`src/rtl/conv_window_scheduler_if.sv`:
```
// conv_window_scheduler_if
// Bundles the pixel-stream input and every strobe, address and status output
// of the convolution window scheduler.
//   in_valid   : one pixel (and one weight on the first K*K beats) this cycle
//   wgt_we/addr: weight buffer write strobe and index
//   ifm_we/addr: IFM buffer write strobe and linear pixel index
//   mac_en     : complete 3x3 window present, win_base gives its top-left pixel
//   out_valid  : mac_en delayed by the MAC latency
//   out_cnt    : outputs produced so far in this frame
//   frame_done : single-cycle pulse on the last output of the frame
//   busy       : scheduler is not idle
//   ovf_err    : sticky, a beat arrived while the scheduler was draining
// The master modport is the stream source side; the slave modport is the
// scheduler itself.
interface conv_window_scheduler_if;
  logic       in_valid;
  logic       wgt_we;
  logic [3:0] wgt_addr;
  logic       ifm_we;
  logic [7:0] ifm_addr;
  logic       mac_en;
  logic [7:0] win_base;
  logic       out_valid;
  logic [7:0] out_cnt;
  logic       frame_done;
  logic       busy;
  logic       ovf_err;

  modport master (
    output in_valid,
    input  wgt_we, wgt_addr, ifm_we, ifm_addr, mac_en, win_base,
    input  out_valid, out_cnt, frame_done, busy, ovf_err
  );

  modport slave (
    input  in_valid,
    output wgt_we, wgt_addr, ifm_we, ifm_addr, mac_en, win_base,
    output out_valid, out_cnt, frame_done, busy, ovf_err
  );
endinterface

```
`src/rtl/conv_window_scheduler.sv`:
```
// conv_window_scheduler
// Sequencing controller for the IMG_W x IMG_H IFM / KxK weight convolution
// datapath. Counts the incoming pixel stream, writes weights and pixels into
// their buffers, flags each complete window to the MAC array and produces the
// aligned output valid, output count and end-of-frame pulse.
// Ports:
//   clk   : single clock, rising edge
//   rst_n : synchronous active-low reset
//   bus   : conv_window_scheduler_if.slave, stream input plus all outputs
// Every output is a register and resets to 0.
module conv_window_scheduler #(
  parameter int IMG_W   = 14,
  parameter int IMG_H   = 14,
  parameter int K       = 3,
  parameter int MAC_LAT = 1
) (
  input logic                    clk,
  input logic                    rst_n,
  conv_window_scheduler_if.slave bus
);

  localparam logic [7:0] LOAD_END   = 8'((K - 1) * IMG_W + K - 1);
  localparam logic [7:0] LAST_PIX   = 8'(IMG_W * IMG_H - 1);
  localparam logic [7:0] WIN_OFFSET = 8'((K - 1) * IMG_W + (K - 1));
  localparam logic [7:0] NUM_WGT    = 8'(K * K);
  localparam logic [7:0] OUT_TOTAL  = 8'((IMG_W - K + 1) * (IMG_H - K + 1));
  localparam logic [3:0] COL_LAST   = 4'(IMG_W - 1);
  localparam logic [3:0] EDGE       = 4'(K - 1);

  typedef enum logic [1:0] {
    IDLE   = 2'd0,
    LOAD   = 2'd1,
    STREAM = 2'd2,
    DRAIN  = 2'd3
  } state_t;

  state_t r_state;
  logic   r_busy;
  logic   r_ovfErr;

  logic [7:0] r_n;
  logic [3:0] r_row;
  logic [3:0] r_col;

  logic       r_wgtWe;
  logic [3:0] r_wgtAddr;
  logic       r_ifmWe;
  logic [7:0] r_ifmAddr;

  logic       r_winPend;
  logic [7:0] r_winBasePend;
  logic       r_macEn;
  logic [7:0] r_winBase;

  logic [MAC_LAT-1:0] r_tap;
  logic [7:0]         r_outCnt;
  logic               r_frameDone;

  logic               w_accept;
  logic               w_winValid;
  logic               w_lastPix;
  logic               w_isWgt;
  logic [MAC_LAT-1:0] w_tapIn;
  logic               w_outValidNext;

  // A beat is taken in every state except DRAIN; in IDLE it becomes pixel 0
  // because the counters are already cleared there.
  assign w_accept   = bus.in_valid && (r_state != DRAIN);
  assign w_winValid = (r_row >= EDGE) && (r_col >= EDGE);
  assign w_lastPix  = (r_n == LAST_PIX);
  assign w_isWgt    = (r_n < NUM_WGT);

  // Frame-level state machine. busy and the sticky overflow flag are updated
  // alongside the state so they line up with it. DRAIN leaves at the edge that
  // closes the frame_done cycle, so a new frame can begin in the very next one.
  always_ff @(posedge clk) begin
    if (!rst_n) begin
      r_state  <= IDLE;
      r_busy   <= 1'b0;
      r_ovfErr <= 1'b0;
    end else begin
      case (r_state)
        IDLE: begin
          if (bus.in_valid) begin
            r_state <= LOAD;
            r_busy  <= 1'b1;
          end
        end
        LOAD: begin
          if (w_accept && (r_n == LOAD_END)) begin
            r_state <= STREAM;
          end
        end
        STREAM: begin
          if (w_accept && w_lastPix) begin
            r_state <= DRAIN;
          end
        end
        DRAIN: begin
          if (bus.in_valid) begin
            r_ovfErr <= 1'b1;
          end
          if (r_frameDone) begin
            r_state <= IDLE;
            r_busy  <= 1'b0;
          end
        end
        default: begin
          r_state <= IDLE;
          r_busy  <= 1'b0;
        end
      endcase
    end
  end

  // Pixel position. Row and column are kept as their own counters next to the
  // linear index so the window test needs no divider. All three clear when the
  // last pixel is taken, leaving them ready for the next frame.
  always_ff @(posedge clk) begin
    if (!rst_n) begin
      r_n   <= '0;
      r_row <= '0;
      r_col <= '0;
    end else if (w_accept) begin
      if (w_lastPix) begin
        r_n   <= '0;
        r_row <= '0;
        r_col <= '0;
      end else begin
        r_n <= r_n + 8'd1;
        if (r_col == COL_LAST) begin
          r_col <= '0;
          r_row <= r_row + 4'd1;
        end else begin
          r_col <= r_col + 4'd1;
        end
      end
    end
  end

  // Buffer write strobes, one cycle after the beat. Addresses hold their last
  // value while the strobe is low.
  always_ff @(posedge clk) begin
    if (!rst_n) begin
      r_wgtWe   <= 1'b0;
      r_wgtAddr <= '0;
      r_ifmWe   <= 1'b0;
      r_ifmAddr <= '0;
    end else begin
      r_wgtWe <= w_accept && w_isWgt;
      r_ifmWe <= w_accept;
      if (w_accept && w_isWgt) begin
        r_wgtAddr <= r_n[3:0];
      end
      if (w_accept) begin
        r_ifmAddr <= r_n;
      end
    end
  end

  // Window detection runs through two stages so mac_en shows up one cycle
  // after the IFM write of the window's last pixel has landed. Pixels in the
  // first K-1 columns of a row complete no window (row-wrap positions).
  always_ff @(posedge clk) begin
    if (!rst_n) begin
      r_winPend     <= 1'b0;
      r_winBasePend <= '0;
      r_macEn       <= 1'b0;
      r_winBase     <= '0;
    end else begin
      r_winPend <= w_accept && w_winValid;
      if (w_accept && w_winValid) begin
        r_winBasePend <= r_n - WIN_OFFSET;
      end
      r_macEn <= r_winPend;
      if (r_winPend) begin
        r_winBase <= r_winBasePend;
      end
    end
  end

  // Delay line input: tap 0 takes mac_en, each later tap takes the previous
  // one. The last tap's input is the out_valid of the next cycle, which lets
  // the output counter move in step with out_valid.
  always_comb begin
    w_tapIn    = '0;
    w_tapIn[0] = r_macEn;
    for (int i = 1; i < MAC_LAT; i++) begin
      w_tapIn[i] = r_tap[i-1];
    end
  end

  assign w_outValidNext = w_tapIn[MAC_LAT-1];

  // Output accounting. The count includes the output shown in the same cycle,
  // so frame_done rises exactly when it reaches the total; the count clears in
  // the cycle after frame_done.
  always_ff @(posedge clk) begin
    if (!rst_n) begin
      r_tap       <= '0;
      r_outCnt    <= '0;
      r_frameDone <= 1'b0;
    end else begin
      r_tap       <= w_tapIn;
      r_frameDone <= w_outValidNext && (r_outCnt == OUT_TOTAL - 8'd1);
      if (w_outValidNext) begin
        if (r_outCnt != OUT_TOTAL) begin
          r_outCnt <= r_outCnt + 8'd1;
        end
      end else if (r_frameDone) begin
        r_outCnt <= '0;
      end
    end
  end

  assign bus.wgt_we     = r_wgtWe;
  assign bus.wgt_addr   = r_wgtAddr;
  assign bus.ifm_we     = r_ifmWe;
  assign bus.ifm_addr   = r_ifmAddr;
  assign bus.mac_en     = r_macEn;
  assign bus.win_base   = r_winBase;
  assign bus.out_valid  = r_tap[MAC_LAT-1];
  assign bus.out_cnt    = r_outCnt;
  assign bus.frame_done = r_frameDone;
  assign bus.busy       = r_busy;
  assign bus.ovf_err    = r_ovfErr;

endmodule
```
`src/flat_wrapper.sv`:
```
// flat-port wrapper written by rule: the top's interface ports become plain ports
module conv_window_scheduler_flat 
#(
  parameter int IMG_W   = 14,
  parameter int IMG_H   = 14,
  parameter int K       = 3,
  parameter int MAC_LAT = 1
)
  (clk, rst_n, bus_in_valid, bus_wgt_we, bus_wgt_addr, bus_ifm_we, bus_ifm_addr, bus_mac_en, bus_win_base, bus_out_valid, bus_out_cnt, bus_frame_done, bus_busy, bus_ovf_err);
  conv_window_scheduler_if bus_i ();
  input logic clk;
  input logic rst_n;
  input wire logic [$bits(bus_i.in_valid)-1:0] bus_in_valid;
  output wire logic [$bits(bus_i.wgt_we)-1:0] bus_wgt_we;
  output wire logic [$bits(bus_i.wgt_addr)-1:0] bus_wgt_addr;
  output wire logic [$bits(bus_i.ifm_we)-1:0] bus_ifm_we;
  output wire logic [$bits(bus_i.ifm_addr)-1:0] bus_ifm_addr;
  output wire logic [$bits(bus_i.mac_en)-1:0] bus_mac_en;
  output wire logic [$bits(bus_i.win_base)-1:0] bus_win_base;
  output wire logic [$bits(bus_i.out_valid)-1:0] bus_out_valid;
  output wire logic [$bits(bus_i.out_cnt)-1:0] bus_out_cnt;
  output wire logic [$bits(bus_i.frame_done)-1:0] bus_frame_done;
  output wire logic [$bits(bus_i.busy)-1:0] bus_busy;
  output wire logic [$bits(bus_i.ovf_err)-1:0] bus_ovf_err;
  assign bus_i.in_valid = bus_in_valid;
  assign bus_wgt_we = bus_i.wgt_we;
  assign bus_wgt_addr = bus_i.wgt_addr;
  assign bus_ifm_we = bus_i.ifm_we;
  assign bus_ifm_addr = bus_i.ifm_addr;
  assign bus_mac_en = bus_i.mac_en;
  assign bus_win_base = bus_i.win_base;
  assign bus_out_valid = bus_i.out_valid;
  assign bus_out_cnt = bus_i.out_cnt;
  assign bus_frame_done = bus_i.frame_done;
  assign bus_busy = bus_i.busy;
  assign bus_ovf_err = bus_i.ovf_err;
  conv_window_scheduler #(.IMG_W(IMG_W), .IMG_H(IMG_H), .K(K), .MAC_LAT(MAC_LAT)) u_core (.clk(clk), .rst_n(rst_n), .bus(bus_i));
endmodule
```
`config.mk`:
```
export PLATFORM = sky130hd
export DESIGN_NAME = conv_window_scheduler_flat
export DESIGN_NICKNAME = d
export VERILOG_FILES = /design/src/rtl/conv_window_scheduler_if.sv /design/src/rtl/conv_window_scheduler.sv /design/src/flat_wrapper.sv
export SDC_FILE = /design/constraint.sdc
export NUM_CORES = 1
export LEC_CHECK = 0
export CORE_ASPECT_RATIO = 1.1
export CORE_MARGIN = 3
export CORE_UTILIZATION = 44
export CTS_CLUSTER_SIZE = 12
export DETAILED_ROUTE_END_ITERATION = 6
export PLACE_DENSITY = 0.66
export SLEW_MARGIN = 20
export SYNTH_ARGS = -nofsm -noshare
export SYNTH_HDL_FRONTEND = slang
export SYNTH_SLANG_ARGS = --single-unit
```
`constraint.sdc`:
```
create_clock -name clk -period 2.26 [get_ports clk]
set_clock_uncertainty 0.15 [all_clocks]
set_input_delay 0.339 -clock clk [delete_from_list [all_inputs] [get_ports clk]]
set_output_delay 0.339 -clock clk [all_outputs]
set_load 0.02 [all_outputs]
```
==> summary.md, run 1 <==
| Metric | Value |
|---|---|
| Flop2flop setup slack | a little under 0.2 ns |
| Clk_lat worst skew | between 0.3 and 0.4 ns |
| Effective utilization at floorplan | 0.464 |
| Die Wd | a little over 80 um |
| Share of the synthesized area in the top cell type | 0.455 |
| Clock Root Buffer | sky130_fd_sc_hd__clkbuf_8 |
| Crit path to | u_core.bus.wgt_addr[0] |
| Initial DRC count | 121 |
| Endpoint of the worst register-to-register path | u_core.bus.wgt_addr[0] |
| Worst min-delay path category | reg -> reg |
| Worst path depth | 6 |
| Fin. max-slew vios | 0 |
| Delay-heaviest family, CP | simple AND/OR/NAND/NOR gates |
| Distinct cells, synth | 46 |
| Total clock sinks | 62 |
| Crit. Startpoint | u_core.r_state[0] |
| Number of H-tree levels | 3 |
| Total number of nets in the final design | 368 |
| Layout cell share with drive strength beyond 1 | 0.115 |
| Layout-stage area growth over the synthesis result | 26.0% |
| Number of enable-type register cells in the synthesized netlist | 0 |
| Detail Placement HPWL | about 4100 um |
| Required time of the critical path | about 2.3 ns |
| Share of synthesized area occupied by flip-flops and latches | 0.455 |
| DRC violation count after routing | 0 |
| Routed wire length | 5800 um |
| Gpl congestion | between 0.8 and 0.9 |
| Sequence of cells on the critical path | ha_1, or3b_4, a2111oi_4, buf_4, mux2i_1, nor2_1 |
| Top FF cell, synth | sky130_fd_sc_hd__dfxtp_1 |
| Synthesized area divided by synthesized cell count | approximately 9.0 um^2 |
| Diodes inserted | 0 |
| Time the worst path needs with I/O delays and setup | 2.07 ns |
| Total core area | a little under 6000 um^2 |
| Sum of buffers and inverters on the critical path | 1 |
| Num ports | 38 |
| Resized Gates After CTS | 0 |
| Flop and latch count out of synthesis | 62 |
| Setup repair after global routing missed its margin | no |
| Die height | 88.6 um |
| GRT Total Usage | 0.176 |
| Count of buffers inserted at the top-level ports | 37 |
| Count of warnings emitted by yosys | 0 |
| Leakage dissipation | 1.27 nW |
| Slew at the pin with the worst max-slew slack | 0.533 ns |
| Maximum number of buffers from clock root to sink | 2 |
| Number of inserted filler cells in the final layout | ~570 |
| Post-CTS setup buffer count | 0 |
| Cts bufs inserted | 9 |
| Vias in the first global route | around 2,100 |
| Share of the core filled with cells | 0.585 |
| Final period util | 0.914 |
| Clock input transition at the sequential cells of the worst setup and hold paths | approximately 0.07 ns |
| Length in cells of the worst reg-to-reg path | 6 |
| First-pass GRT wire length | 9690 um |
| Average wire per cell in the routed design | 13.4 um |
| DR vias | 2,253 |
| Maximum number of pins on one net before global-route repair | between 40 and 50 |
| Crit path capture type | register |
| Most common cell in the netlist | sky130_fd_sc_hd__dfxtp_1 |
| Biggest area contributors in the synthesized netlist | sky130_fd_sc_hd__dfxtp_1 (45%), sky130_fd_sc_hd__mux2i_1 (6.2%), sky130_fd_sc_hd__ha_1 (6.0%), sky130_fd_sc_hd__nor2_1 (4.8%), sky130_fd_sc_hd__a21oi_1 (4.6%) |
| Net Count, Synth | approximately 320 |
| FF-to-FF Start | u_core.r_state[0] |
| Type of the worst setup path | reg -> reg |
| Die area | 7180 um^2 |
| Cell Pwr Density | just under 700 nW/um^2 |
| Max capacitance violation total | 0 |
| Outcome | complete, no violations |
| Final setup violation count | 0 |
| Final count of hold timing violations | 0 |
| CTS tree | done |
| Total Power | 0.00237 W |
| Worst-case headroom to the max-slew limit | 0.644 |
| Instance count of the mapped netlist | roughly 300 |
| Worst endpoint data arrival time | 2.12 ns |
| Cell Rows | 29 |
| Max rail drop VDD | 0.494 mV |
| Worst Setup Start Kind | register |
| GRT overflow | 0 |
| Proportion of register bits with asynchronous set or reset after synthesis | 0 |
| Peak per-stage delay on the critical path | 0.42 ns |
| Vias per std cell | 5.19 |
| List of most frequent post-synthesis cells | sky130_fd_sc_hd__dfxtp_1 (62), sky130_fd_sc_hd__nor2_1 (35), sky130_fd_sc_hd__nand2_1 (32) |
| Critical Path Slowest Stage Cell | sky130_fd_sc_hd__or3b_4 |
| Residual antenna-violating net count after detailed routing | 0 |
| Antenna violations before repair | 0 |
| Maximum fanout count along the critical path | 7 |
| Number of optimization iterations in the first detailed-route pass | 4 |
| Synthesized cell area | 2730 um^2 |
| Number of buffers inserted by hold repair at cts | 0 |
| Library cell with the largest summed area after synthesis | sky130_fd_sc_hd__dfxtp_1 |
| F_max | around 480 MHz |
[registers in the layout, summed over array words and instances (netlist names)]
name	flops
u_core.r_row	4
u_core.bus.wgt_addr	4
u_core.bus.mac_en	1
u_core.r_winBasePend	8
u_core.bus.out_cnt	8
u_core.bus.ifm_addr	8
u_core.bus.ifm_we	1
u_core.bus.ovf_err	1
u_core.r_winPend	1
u_core.bus.busy	1
u_core.bus.frame_done	1
u_core.bus.out_valid	1
u_core.bus.wgt_we	1
u_core.r_n	8
u_core.r_col	4
u_core.r_state	2
u_core.bus.win_base	8
[final cells by class]
type | instances | area (um^2) | share of cell area
Multi-Input combinational cell | 212 | 1380 | 0.402
Timing Repair Buffer | 55 | 505 | 0.147
Inverter | 12 | 45.0 | 0.0131
Sequential cell | 62 | 1240 | 0.361
Tap cell | 77 | 96.3 | 0.0280
Clock inverter | 4 | 22.5 | 0.00655
Clock buffer | 12 | 145 | 0.0422
[worst min-delay path by stage]
stage                                  from  cells past startpoint                endpoint
floorplan           u_core.r_winBasePend[6]                      2  u_core.bus.win_base[6]
global placement     u_core.bus.ifm_addr[6]                      2  u_core.bus.ifm_addr[6]
detailed placement   u_core.bus.ifm_addr[4]                      2  u_core.bus.ifm_addr[4]
CTS                  u_core.bus.ifm_addr[4]                      2  u_core.bus.ifm_addr[4]
global route         u_core.bus.ifm_addr[3]                      2  u_core.bus.ifm_addr[3]
finish               u_core.bus.ifm_addr[6]                      2  u_core.bus.ifm_addr[6]
[placed cells by master (no fill, tap or decap), drive strengths merged, types with 5 or more instances in the layout]
master         synthesis  layout
nor3                   5       5
nand2b                 5       5
inv                   11      11
dfxtp                 62      62
nand2                 32      32
nor2                  35      35
ha                    13      13
buf                    0      18
clkdlybuf4s50          0      37
clkbuf                16      12
xor2                   9       9
a21oi                 25      25
nand3                 13      13
mux2i                 17      17
[layer usage]
metal	up-vias	routed length (um)	GRT usage
met5	-	0	0
li1	1157	-	-
met3	14	214	0.0377
met1	1036	2840	0.228
met2	46	2580	0.269
met4	0	167	0.101
[worst reg2reg max path, cell delays in order (launching register included)]
cell and delay, ns:
sky130_fd_sc_hd__dfxtp_1 0.33, sky130_fd_sc_hd__ha_1 0.29, sky130_fd_sc_hd__or3b_4 0.42, sky130_fd_sc_hd__a2111oi_4 0.31, sky130_fd_sc_hd__buf_4 0.20, sky130_fd_sc_hd__mux2i_1 0.18
sky130_fd_sc_hd__nor2_1 0.06
[cells by family (layout without fill, tap and decap cells)]
| group | count (synthesis) | after routing | synth area share |
|---|---|---|---|
| adder cells (fa/ha/maj) | 13 | 13 | 0.0596 |
| buffers and inverters | 28 | 83 | 0.0385 |
| AO/OA/AOI/OAI | 51 | 51 | 0.131 |
| multiplexers | 17 | 17 | 0.0624 |
| AND/OR/NAND/NOR | 119 | 119 | 0.215 |
| XOR/XNOR | 12 | 12 | 0.0385 |
| flip-flops | 62 | 62 | 0.455 |
[power by group]
part           switching, W  internal [W]
clock network      0.000412      0.000423
logic              0.000197      0.000160
registers         0.0000360       0.00114
total              0.000645       0.00172
[per-stage QoR]
| stage | setup slack, ns | TNS, ns | area [um^2] | instances | hold slack [ns] |
|---|---|---|---|---|---|
| 2_1_floorplan | 0.288 | 0 | 2730 | 302 | 0.309 |
| 3_3_place_gp | 0.0254 | 0 | 3270 | 418 | 0.293 |
| 3_5_place_dp | -0.00527 | -0.00645 | 3270 | 418 | 0.297 |
| 4_1_cts | 0.196 | 0 | 3440 | 434 | 0.306 |
| 5_1_grt | 0.0550 | 0 | 3440 | 434 | 0.326 |
| 6_report | 0.194 | 0 | 3440 | 434 | 0.304 |
No activity file was read; power rests on OpenSTA's default activity.
==> inputs of run 2 (changes only) <==
--- a/config.mk
+++ b/config.mk
@@ -7,10 +7,11 @@
 export LEC_CHECK = 0
 export CORE_ASPECT_RATIO = 1.1
 export CORE_MARGIN = 3
-export CORE_UTILIZATION = 44
+export CORE_UTILIZATION = 54
 export CTS_CLUSTER_SIZE = 12
 export DETAILED_ROUTE_END_ITERATION = 6
-export PLACE_DENSITY = 0.66
+export GPL_TIMING_DRIVEN = 0
+export PLACE_DENSITY = 0.79
 export SLEW_MARGIN = 20
 export SYNTH_ARGS = -nofsm -noshare
 export SYNTH_HDL_FRONTEND = slang
==> summary.md, run 2 (synthesis results as in run 1) <==
| Metric | Value |
|---|---|
| Total number of nets in the final design | approximately 370 |
| Initial DRC count | 107 |
| Clock network fraction of design power | 0.412 |
| Final count of hold timing violations | 0 |
| Cts bufs inserted | 9 |
| Delay-heaviest family, CP | buffers and inverters |
| Time the worst path needs with I/O delays and setup | 2.18 ns |
| Maximum number of buffers from clock root to sink | 2 |
| Sw Share | 0.271 |
| Clk_lat worst skew | 0.34 ns |
| Total core area | 4750 um^2 |
| Number of cells in the finished layout apart from fillers | around 410 |
| Worst Setup Start Kind | input port |
| Internal Power | ~0.0019 W |
| Sequence of cells on the critical path | clkdlybuf4s50_1, nand4b_1, or3b_1, clkbuf_1, a2111o_1, nand2_1 |
| DR vias | 2,391 |
| Effective utilization at floorplan | 0.575 |
| Clock Root Buffer | sky130_fd_sc_hd__clkbuf_8 |
| Die area | 5940 um^2 |
| Fin. max-slew vios | 0 |
| Number of inserted filler cells in the final layout | 381 |
| Worst min-delay path category | reg -> reg |
| Critical Path Slowest Stage Cell | sky130_fd_sc_hd__clkdlybuf4s50_1 |
| GRT Total Usage | 0.240 |
| Cell Rows | 26 |
| Max capacitance violation total | 0 |
| Outcome | complete, no violations |
| Slew at the pin with the worst max-slew slack | between 0.7 and 0.8 ns |
| Hold Worst Slack | 0.309 ns |
| Die height | about 81 um |
| Detail Placement HPWL | 4300 um |
| DRC violation count after routing | 0 |
| GRT overflow | 0 |
| Residual antenna-violating net count after detailed routing | 0 |
| Worst endpoint data arrival time | about 2.3 ns |
| Clock input transition at the sequential cells of the worst setup and hold paths | 0.08 ns |
| Diodes inserted | 0 |
| Type of the worst setup path | in -> reg |
| Antenna violations before repair | 0 |
| Worst-case headroom to the max-slew limit | 0.494 |
| Layout cell share with drive strength beyond 1 | 0.0871 |
| Most frequent cells in the layout | sky130_fd_sc_hd__dfxtp_1 (62), sky130_fd_sc_hd__clkdlybuf4s50_1 (37), sky130_fd_sc_hd__nor2_1 (35) |
| Cell Pwr Density | about 770 nW/um^2 |
| Required time of the critical path | 2.40 ns |
| Most frequent standard cell in the layout excluding fill and tap cells | sky130_fd_sc_hd__dfxtp_1 |
| Peak per-stage delay on the critical path | 0.66 ns |
| Crit path capture type | register |
| Num ports | 38 |
| Average wire per cell in the routed design | 15.9 um |
| Number of H-tree levels | 3 |
| Vias per std cell | 5.80 |
| Final period util | 0.966 |
| First-pass GRT wire length | 10,700 um |
| Number of optimization iterations in the first detailed-route pass | 4 |
| Layout-stage area growth over the synthesis result | 25.3% |
| Maximum fanout count along the critical path | 9 |
| Power share of the sequential group | 0.451 |
| CTS tree | done |
| Maximum number of pins on one net before global-route repair | 13 |
| Total clock sinks | 62 |
| Leakage dissipation | 1.23 nW |
| Final setup violation count | 0 |
| Sum of buffers and inverters on the critical path | 2 |
| Gpl congestion | 0.891 |
| Max rail drop VDD | 0.505 mV |
| Comb pwr share | 0.137 |
| Count of buffers inserted at the top-level ports | 37 |
| Count of placed standard cells including taps | 395 |
| Net switching power figure | 0.000709 W |
| Vias in the first global route | approximately 2,300 |
| Routed wire length | 6540 um |
| F_max | 458 MHz |
| Die Wd | 73.8 um |
==> run 2: cell types whose count changed in the layout (fill, tap and decap cells not counted), sizes merged <==
cell,before,now
clkbuf,12,25
buf,18,1
clkinvlp,1,3
inv,11,12
clkinv,4,2
bufinv,0,2
==> run 2: cell type report <==
cell class	count	area, um^2	area share
multi-input cells	212	1400	0.410
clock inverters	7	96.3	0.0282
flip-flops and latches	62	1240	0.363
plain buffers	16	62.6	0.0183
well taps	56	70.1	0.0205
inverters	12	45.0	0.0132
clock buffers	9	124	0.0362
repair buffers	38	378	0.111
==> run 2: power by group through the flow <==
stage / Clock, W / Combinational [W] / Sequential [W]
final: 0.00108 / 0.000359 / 0.00118
after detailed placement: 0 / 0.000349 / 0.00120
after CTS: 0.00109 / 0.000353 / 0.00118
after global routing: 0.00113 / 0.000395 / 0.00118
after global placement: 0 / 0.000336 / 0.00120
after floorplan: 0 / 0.000226 / 0.00122
==> run 2: worst paths after layout <==
kind,slack [ns],startpoint,to,cells past startpoint
worst max-delay path,0.08,bus_in_valid,u_core.r_row[3],6
worst min-delay path,0.31,u_core.bus.ifm_addr[6],u_core.bus.ifm_addr[6],2
worst max register to register,0.12,u_core.r_state[1],u_core.r_row[3],6
worst min register to register,0.31,u_core.bus.ifm_addr[6],u_core.bus.ifm_addr[6],2
==> run 2: worst min-delay path: stages (launching register included) <==
cell                      delay, ns
sky130_fd_sc_hd__dfxtp_1       0.32
sky130_fd_sc_hd__nand2_1       0.05
sky130_fd_sc_hd__a21oi_1       0.05
==> run 2: what timing repair did <==
| action | CTS | global route |
|---|---|---|
| hold buffers | 0 | 0 |
| setup endpoints to repair | 5 | 12 |
| setup buffers | 0 | 1 |
| hold endpoints to repair | 0 | 0 |
| gates resized for setup | 2 | 5 |
| pin swaps | 0 | 2 |
==> run 2: layer usage <==
layer	wire length, um	vias up	GRT usage
met2	3260	79	0.395
li1	-	1153	-
met4	119	0	0.123
met5	0	-	0
met3	359	12	0.0563
met1	2800	1147	0.286
==> run 2: through the flow <==
| stage | utilization | total power (W) | area, um^2 | TNS [ns] | setup slack [ns] |
|---|---|---|---|---|---|
| global route | 0.720 | 0.00271 | 3420 | -0.0429 | -0.0194 |
| finish | 0.720 | 0.00262 | 3420 | 0 | 0.0773 |
| global placement | 0.667 | 0.00154 | 3170 | -4.92 | -0.311 |
| CTS | 0.715 | 0.00262 | 3400 | 0 | 0.0208 |
| floorplan | - | 0.00144 | 2730 | 0 | 0.288 |
| detailed placement | 0.667 | 0.00155 | 3170 | -5.36 | -0.387 |
